==> src/rtl/tdc_stream_scheduler.sv <==
// tdc_stream_scheduler: collects per-pixel TDC hits into a ping-pong buffer
// and replays each closed acquisition as a fixed-length wrEn/data word stream
// (pixel-major, slot-minor, empty slots padded with all-ones).
//
// Handshake: a hit transfers on a rising clk edge where tdc_valid and
// tdc_ready are both high; acq_end is honoured only on an edge where
// acq_ready is high, otherwise it is dropped and overrun is set. The output
// stream has no backpressure: every cycle with wrEn high carries one word.
module tdc_stream_scheduler #(
  parameter int NP        = 12,
  parameter int DATA_NUM  = 2,
  parameter int PIXEL_NUM = 4,
  parameter int ACQ_NUM   = 8,
  parameter int FRAME_GAP = 4,
  parameter int PW        = $clog2(PIXEL_NUM)
) (
  input  logic                       clk,
  input  logic                       res,
  input  logic                       tdc_valid,
  output logic                       tdc_ready,
  input  logic [PW-1:0]              tdc_pixel,
  input  logic [NP-1:0]              tdc_time,
  input  logic                       acq_end,
  output logic                       acq_ready,
  output logic                       wrEn,
  output logic [NP-1:0]              data,
  output logic                       frame_done,
  output logic [$clog2(ACQ_NUM)-1:0] acq_cnt,
  output logic [15:0]                drop_cnt,
  output logic                       overrun,
  output logic [1:0]                 dbg_state
);

  localparam int SW = (DATA_NUM > 1) ? $clog2(DATA_NUM) : 1;
  localparam int CW = $clog2(DATA_NUM + 1);
  localparam int AW = $clog2(ACQ_NUM);
  localparam int GW = (FRAME_GAP > 1) ? $clog2(FRAME_GAP) : 1;

  typedef enum logic [1:0] {S_IDLE = 2'd0, S_STREAM = 2'd1, S_GAP = 2'd2} state_t;

  // Bank storage and bookkeeping
  logic [NP-1:0] mem [2][PIXEL_NUM][DATA_NUM];
  logic [CW-1:0] cnt [2][PIXEL_NUM];
  logic [1:0]    full;
  logic          col_bank;   // bank receiving hits (or just closed when !col_open)
  logic          col_open;   // a collect bank is accepting hits
  logic          other_bank;

  // Streamer state
  state_t        state, state_d;
  logic          str_bank, str_bank_d;
  logic [PW-1:0] pix, pix_d;
  logic [SW-1:0] slot, slot_d;
  logic [GW-1:0] gap, gap_d;
  logic          wr_en_d, frame_done_d;
  logic [NP-1:0] data_d;
  logic [AW-1:0] acq_cnt_d;
  logic          last_slot, last_word, slot_done, bank_done;
  logic          next_bank;

  // Hit qualification
  logic          hit_fire, hit_ok, in_range;
  logic [CW-1:0] hit_cnt;

  assign other_bank = ~col_bank;
  assign tdc_ready  = col_open;
  assign acq_ready  = col_open;
  assign dbg_state  = state;

  assign in_range = ({1'b0, tdc_pixel} < (PW+1)'(PIXEL_NUM));
  assign hit_cnt  = cnt[col_bank][tdc_pixel];
  assign hit_fire = tdc_valid && col_open;
  assign hit_ok   = hit_fire && in_range && !(&tdc_time) && (hit_cnt < CW'(DATA_NUM));

  // The older full bank always streams first: that is the non-collect bank.
  assign next_bank = full[other_bank] ? other_bank : col_bank;

  assign last_slot = (slot == SW'(DATA_NUM - 1));
  assign last_word = last_slot && (pix == PW'(PIXEL_NUM - 1));
  assign slot_done = (state == S_STREAM) && last_slot;
  assign bank_done = (state == S_STREAM) && last_word;

  // Hit payload write; contents are qualified by cnt, so no reset needed
  always_ff @(posedge clk) begin
    if (hit_ok) mem[col_bank][tdc_pixel][SW'(hit_cnt)] <= tdc_time;
  end

  // Bank ownership, hit counts, drop counter and overrun flag
  always_ff @(posedge clk or negedge res) begin
    if (!res) begin
      col_bank <= 1'b0;
      col_open <= 1'b1;
      full     <= '0;
      drop_cnt <= '0;
      overrun  <= 1'b0;
      for (int b = 0; b < 2; b++)
        for (int p = 0; p < PIXEL_NUM; p++)
          cnt[b][p] <= '0;
    end else begin
      if (hit_ok)
        cnt[col_bank][tdc_pixel] <= hit_cnt + 1'b1;
      else if (hit_fire && drop_cnt != 16'hFFFF)
        drop_cnt <= drop_cnt + 1'b1;
      if (slot_done) cnt[str_bank][pix] <= '0;
      if (bank_done) full[str_bank] <= 1'b0;
      if (acq_end) begin
        if (col_open) begin
          full[col_bank] <= 1'b1;
          if (!full[other_bank]) col_bank <= other_bank;
          else                   col_open <= 1'b0;
        end else begin
          overrun <= 1'b1;
        end
      end else if (!col_open && !full[other_bank]) begin
        // Streaming bank has drained: it becomes the collect bank.
        col_bank <= other_bank;
        col_open <= 1'b1;
      end
    end
  end

  // Streamer state and registered stream outputs
  always_ff @(posedge clk or negedge res) begin
    if (!res) begin
      state      <= S_IDLE;
      str_bank   <= 1'b0;
      pix        <= '0;
      slot       <= '0;
      gap        <= '0;
      wrEn       <= 1'b0;
      data       <= '1;
      frame_done <= 1'b0;
      acq_cnt    <= '0;
    end else begin
      state      <= state_d;
      str_bank   <= str_bank_d;
      pix        <= pix_d;
      slot       <= slot_d;
      gap        <= gap_d;
      wrEn       <= wr_en_d;
      data       <= data_d;
      frame_done <= frame_done_d;
      acq_cnt    <= acq_cnt_d;
    end
  end

  // Streamer next-state and next-output logic
  always_comb begin
    state_d      = state;
    str_bank_d   = str_bank;
    pix_d        = pix;
    slot_d       = slot;
    gap_d        = gap;
    wr_en_d      = 1'b0;
    data_d       = '1;
    frame_done_d = 1'b0;
    acq_cnt_d    = acq_cnt;
    case (state)
      S_IDLE: begin
        if (full[next_bank]) begin
          state_d    = S_STREAM;
          str_bank_d = next_bank;
          pix_d      = '0;
          slot_d     = '0;
        end
      end
      S_STREAM: begin
        wr_en_d = 1'b1;
        data_d  = (CW'(slot) < cnt[str_bank][pix]) ? mem[str_bank][pix][slot] : '1;
        if (last_slot) begin
          slot_d = '0;
          pix_d  = pix + 1'b1;
        end else begin
          slot_d = slot + 1'b1;
        end
        if (last_word) begin
          pix_d = '0;
          if (acq_cnt == AW'(ACQ_NUM - 1)) begin
            frame_done_d = 1'b1;
            acq_cnt_d    = '0;
            state_d      = S_GAP;
            gap_d        = '0;
          end else begin
            acq_cnt_d = acq_cnt + 1'b1;
            if (full[~str_bank]) str_bank_d = ~str_bank;
            else                 state_d    = S_IDLE;
          end
        end
      end
      S_GAP: begin
        if (gap == GW'(FRAME_GAP - 1)) state_d = S_IDLE;
        else                           gap_d   = gap + 1'b1;
      end
      default: state_d = S_IDLE;
    endcase
  end

endmodule
==> config.mk <==
export PLATFORM = sky130hd
export DESIGN_NAME = tdc_stream_scheduler
export DESIGN_NICKNAME = d
export VERILOG_FILES = /design/src/rtl/tdc_stream_scheduler.sv
export SDC_FILE = /design/constraint.sdc
export NUM_CORES = 1
export LEC_CHECK = 0
export ABC_CLOCK_PERIOD_IN_PS = 7800
export CAP_MARGIN = 25
export CORE_MARGIN = 1
export CORE_UTILIZATION = 50
export DETAILED_ROUTE_END_ITERATION = 6
export PLACE_DENSITY = 0.68
export RECOVER_POWER = 50
export SETUP_SLACK_MARGIN = 0.1
export SYNTH_ARGS = -nofsm -noshare
export SYNTH_HDL_FRONTEND = slang
export SYNTH_SLANG_ARGS = --single-unit
==> constraint.sdc <==
create_clock -name clk -period 7.8 [get_ports clk]
set_clock_uncertainty 0.2 [all_clocks]
set_input_delay 1.95 -clock clk [delete_from_list [all_inputs] [get_ports clk]]
set_output_delay 1.95 -clock clk [all_outputs]
set_load 0.01 [all_outputs]
== Word level (Yosys, flattened, before mapping) ==
Memory sizes are Yosys's and may differ from the RTL's.
Cells that the tools add are included.

* Add/subtract/negate cells: 6
* Magnitude comparators: 20
* Equality and inequality tests: 17
* Mux-type cells: 86
* Bitwise logic cells: 15
* Reductions and logical operators: 32

{| class="wikitable"
|+ Operators by type and width
! operator !! number
|-
| 96-bit two-way mux || 1
|-
| 12-bit two-way mux || 6
|-
| 24-bit two-way mux || 3
|-
| 8-bit two-way mux || 8
|-
| 24-bit binary-select mux with 2-bit select || 1
|-
| 24-bit demux with 2-bit select || 1
|-
| 2-bit two-way mux || 20
|-
| 16-bit two-way mux || 2
|-
| 1-bit two-way mux || 28
|-
| 16-bit by 1-bit adder with 16-bit output, second input constant || 1
|-
| 16-bit bitwise AND || 1
|-
| 16-bit bitwise mux || 1
|-
| 8-bit demux with 1-bit select || 2
|-
| 16-bit inequality test, second input constant || 1
|-
| 16-bit inverter || 1
|-
| 1-bit logical AND || 15
|-
| 12-bit demux with 1-bit select || 1
|-
| 2-bit inequality test, second input constant || 6
|-
| 12-bit AND reduction || 1
|-
| 1-bit by 2-bit < comparator with 1-bit output, second input constant || 5
|-
| 2-bit binary-select mux with 2-bit select || 2
|-
| 2-bit demux with 2-bit select || 2
|-
| 2-bit >= comparator, second input constant || 4
|-
| 1-bit inverter with 2-bit output || 4
|-
| 31 further kinds || 59
|}

* Flip-flop bits (word level): 62
* Bits in writable memories: 192
* Bits of input ports: 18
* Logic and storage cells: 199
* Memories kept: 1

{| class="wikitable"
|+ Memory list
! name !! depth !! bits a word !! read ports !! clocked after memory_dff !! wr ports !! line !! RTL
|-
| mem || 2 || 96 || 1 || 0 || 1 || 42 || <nowiki>logic [NP-1:0] mem [2][PIXEL_NUM][DATA_NUM];</nowiki>
|}

== Longest topological paths before layout ==
* Depth in word-level cells: 15
* Gate-level depth with buffers: 7
* Mapped depth without buffers: 6

== Least setup slack after synthesis ==
OpenSTA, ideal clock, no wires.

* Path type: input -> register
* From: input port tdc_pixel[1]
* To: memory mem[1][12] in the netlist's numbering (enable)
* Setup time: 0.396 ns
* Data arrival time: 3.947 ns
* Data required time: 7.204 ns
* Slack: 3.257 ns
* Cell stages on the path: 6
* Buffers on the path: 1
* Cell sequence: mux4_2 > mux2_4 > nor4b_4 > buf_4 > nand2_1 > nor3_1

* Cells in the longest elaborated chain, start to end: 12

{| class="wikitable"
|+ Ends and longest elaborated chain
! item !! line !! RTL
|-
| start: declaration || 21 || <nowiki>input logic [PW-1:0] tdc_pixel,</nowiki>
|-
| 2-bit inverter with 3-bit output (implied by the code) * || 71, 85 ||
|-
| 2-bit binary-select mux with 2-bit select || 71 || <nowiki>assign hit_cnt = cnt[col_bank][tdc_pixel];</nowiki>
|-
| 2-bit two-way mux (implied by the code) (2 in a row) || 71 ||
|-
| 1-bit inverter with 2-bit output (implied by the code) || 85 || <nowiki>if (hit_ok) mem[col_bank][tdc_pixel][SW'(hit_cnt)] <= tdc_time;</nowiki>
|-
| 2-bit >= comparator (implied by the code) or 2-bit by 1-bit < comparator with 1-bit output (tied branches) || 85 ||
|-
| 1-bit logical AND (implied by the code) || 85 ||
|-
| 12-bit two-way mux (implied by the code) || 85 ||
|-
| 12-bit demux with 1-bit select || 85 ||
|-
| 24-bit two-way mux (implied by the code) || 85 ||
|-
| 24-bit demux with 2-bit select || 85 ||
|-
| 96-bit two-way mux (implied by the code) * || 85 ||
|-
| end: declaration || 42 ||
|}

Mark *: on every way between the ends. The rest lies on a longest branch, timed or not. The select of a mux whose other input is x is not followed.

==> metrics.yaml <==
synthesis:
  netlist_top_cells_area: "edfxtp_1 56%, mux4_2 14%, dfrtp_1 12%"
  synth_nets: 580
  synth_seq_cells: 254
  synth.avg_cell_area_um2: 18.7
  synth_top_area_share_pct: 55.7
  ys_async_sr_fraction_pct: 24.4
  synth_seq_area_share_pct: 70.8
  ys.flop_type: "edfxtp_1"
  yosysWarnings: 0
  syn-cell-area_um2: 10400
  synth_cell_types: 56
  synth_common_cells: "192 x edfxtp_1, 66 x mux4_2, 49 x dfrtp_1, 32 x nand2_1"
  synth_largest_area_cell: "edfxtp_1"
  synth_most_common_cell: "edfxtp_1"
  synth_edf_count: 192
  syn_inst: 554
global_route:
  grt_overflow: 0
  grt_pass1_vias: 5648
  antenna_found_initial: 0
  grt_pass1_wl_um: 34000
  grt_usage_pct: 21.6
  grt_max_degree: 63
sta:
  setup_viol: 0
  min_period_over_period_pct: 71.4
  hold_viol_final: 0
  rsz0062_at_grt: "false"
  tns_ns: 0
  relSlewSlack_pct: -144
  final_max_slew_viol_count: 115
  fin_crit_ns: 5.57
  worstMarginPinSlew_ns: 3.66
  max_freq_mhz: 180
layout:
  drive_gt1_share_pct: 22.7
  num-nets-final: 658
  n_antenna_cell: 0
  final_util_pct: 60.1
  area_growth_pct: 17.5
hold_path:
  hold_class: "reg2reg"
  hold_path_startpoint: "overrun$_DFFE_PN0P_"
die:
  die_w_um: 146
  core_area_um2: 20200
  ioPinCount: 56
  die_y_um: 146
  initial_utilization_pct: 51.2
  rows: 52
  die_area_um2: 21300
critical_path:
  crit_fanout: 62
  cp_cell_sequence: "buf_2 > clkbuf_1"
  startpoint: "res"
  critPathKind: "in2async"
  cpPeakStageDelay_ns: 2.54
  worstPathRequired_ns: 6.87
  rr_startpoint: "pix[0]$_DFFE_PN0P_"
  crit_family: "buffers and inverters"
  worstPathArrival_ns: 4.64
  critPathBufInv: 2
  crit_slowest_cell: "clkbuf_1"
  startpoint_type: "primary input"
  worstSetupEndpointType: "asynchronous set/reset pin"
routing:
  vias_per_cell: 5.91
  initialDrtViolationCount: 427
  wl_per_cell_um: 23.9
  drt-total-wl_um: 22000
  final_antenna_net_count: 0
  dr_total_vias: 5450
  drc: 0
  dr.pass1.iters: 5
clocking:
  ctsLongestPathBuffers: 3
  cts_made_buffers: 27
  cts_resized: 0
  cts_max_level: 1
  cts_sinks: 254
  cts_root_buffer: "clkbuf_16"
  post_cts_buffers: 0
  cts.clk_slew.worst_paths_ns: 0.06
  cts_tree: "built"
  ctsHoldBuffers: 0
  clock_latency_ns: 0.52
pwr:
  power_density_nw_per_um2: 325
  leakagePower_nw: 4.30
  ir_worst_vdd_mv: 0.270
place:
  port_buffers: 55
  gp_congestion: 0.876
  hpwl_um: 14300
run:
  maxCapViolations: 2
run_status:
  violations: "max-capacitance violations, max-slew violations"
  status: "finished, violations left"
## placed cells by master (no fill, tap or decap), drive strengths merged, types with 2 or more instances in the layout
master,n
a211oi,2
a21o,2
a21oi,7
a31oi,5
a32o,2
a41o,2
and3,10
and4,4
and4bb,2
buf,14
clkbuf,53
clkdlybuf4s50,41
clkinv,3
dfrtp,49
dfstp,13
dlygate4sd3,13
edfxtp,192
ha,8
inv,10
mux2,5
mux2i,8
mux4,66
nand2,32
nand2b,16
nand3,7
nand4,9
nor2,16
nor2b,3
nor3,9
nor3b,3
nor4b,2
o21a,5
o21ai,4
o31ai,2
or2,2
xnor2,11
xor2,5
## stage by stage
step	instances	hold slack (ns)	setup WS (ns)	instance area (um2)	power, W
3_3_place_gp	861	0.261	2.03	11200	0.00270
5_1_grt	922	0.305	1.46	12200	0.00412
2_1_floorplan	554	0.254	3.26	10400	0.00240
3_5_place_dp	869	0.270	2.03	11300	0.00274
4_1_cts	918	0.286	2.55	12100	0.00397
6_report	922	0.277	2.23	12200	0.00396
## report_power, final
group / switching [W] / internal (W)
clock: 0.000484 / 0.000742
combinational: 0.000480 / 0.000535
sequential: 0.000132 / 0.00158
total: 0.00110 / 0.00286
## layer usage
metal	wire [um]	global-route usage (%)
met1	8980	29.1
met2	11300	36.3
met3	1220	3.32
met4	574	6.84
met5	0	0
## path summary, 6_finish.rpt
kind,endpoint,slack (ns),cells past startpoint
max in group clk,mem[1][9]$_DFFE_PP_,2.69,6
worst max register to register,cnt[8]$_DFF_PN0_,3.35,6
worst max-delay path,str_bank$_DFFE_PN0P_,2.23,2
min in group asynchronous,drop_cnt[9]$_DFFE_PN0P_,2.59,2
worst min-delay path,overrun$_DFFE_PN0P_,0.28,1
worst min register to register,overrun$_DFFE_PN0P_,0.28,1
## flip-flops by register name (all words and copies together) (netlist names), 2 cells and up
register	flops
full	2
gap	2
data	12
drop_cnt	16
acq_cnt	3
mem	192
cnt	16
dbg_state	2
pix	2
## cell families (layout without fill, tap and decap cells)
logic type | count (synthesis) | after routing | synth area share (%)
AND/OR/NAND/NOR | 122 | 122 | 6.84
buffers and inverters | 36 | 134 | 1.58
adder cells (fa/ha/maj) | 9 | 9 | 1.06
multiplexers | 79 | 79 | 15.7
AO/OA/AOI/OAI | 38 | 38 | 2.61
flip-flops | 254 | 254 | 70.8
XOR/XNOR | 16 | 16 | 1.35
## cell type report
class	count	area, um2
Timing Repair Buffer	74	703
Clock buffer	47	862
Fill cell	1452	8070
Sequential cell	254	7340
Inverter	11	41.3
Clock inverter	2	10.0
Multi-Input combinational cell	264	2870
Tap cell	270	338
Power figures use the tool's default switching activity.
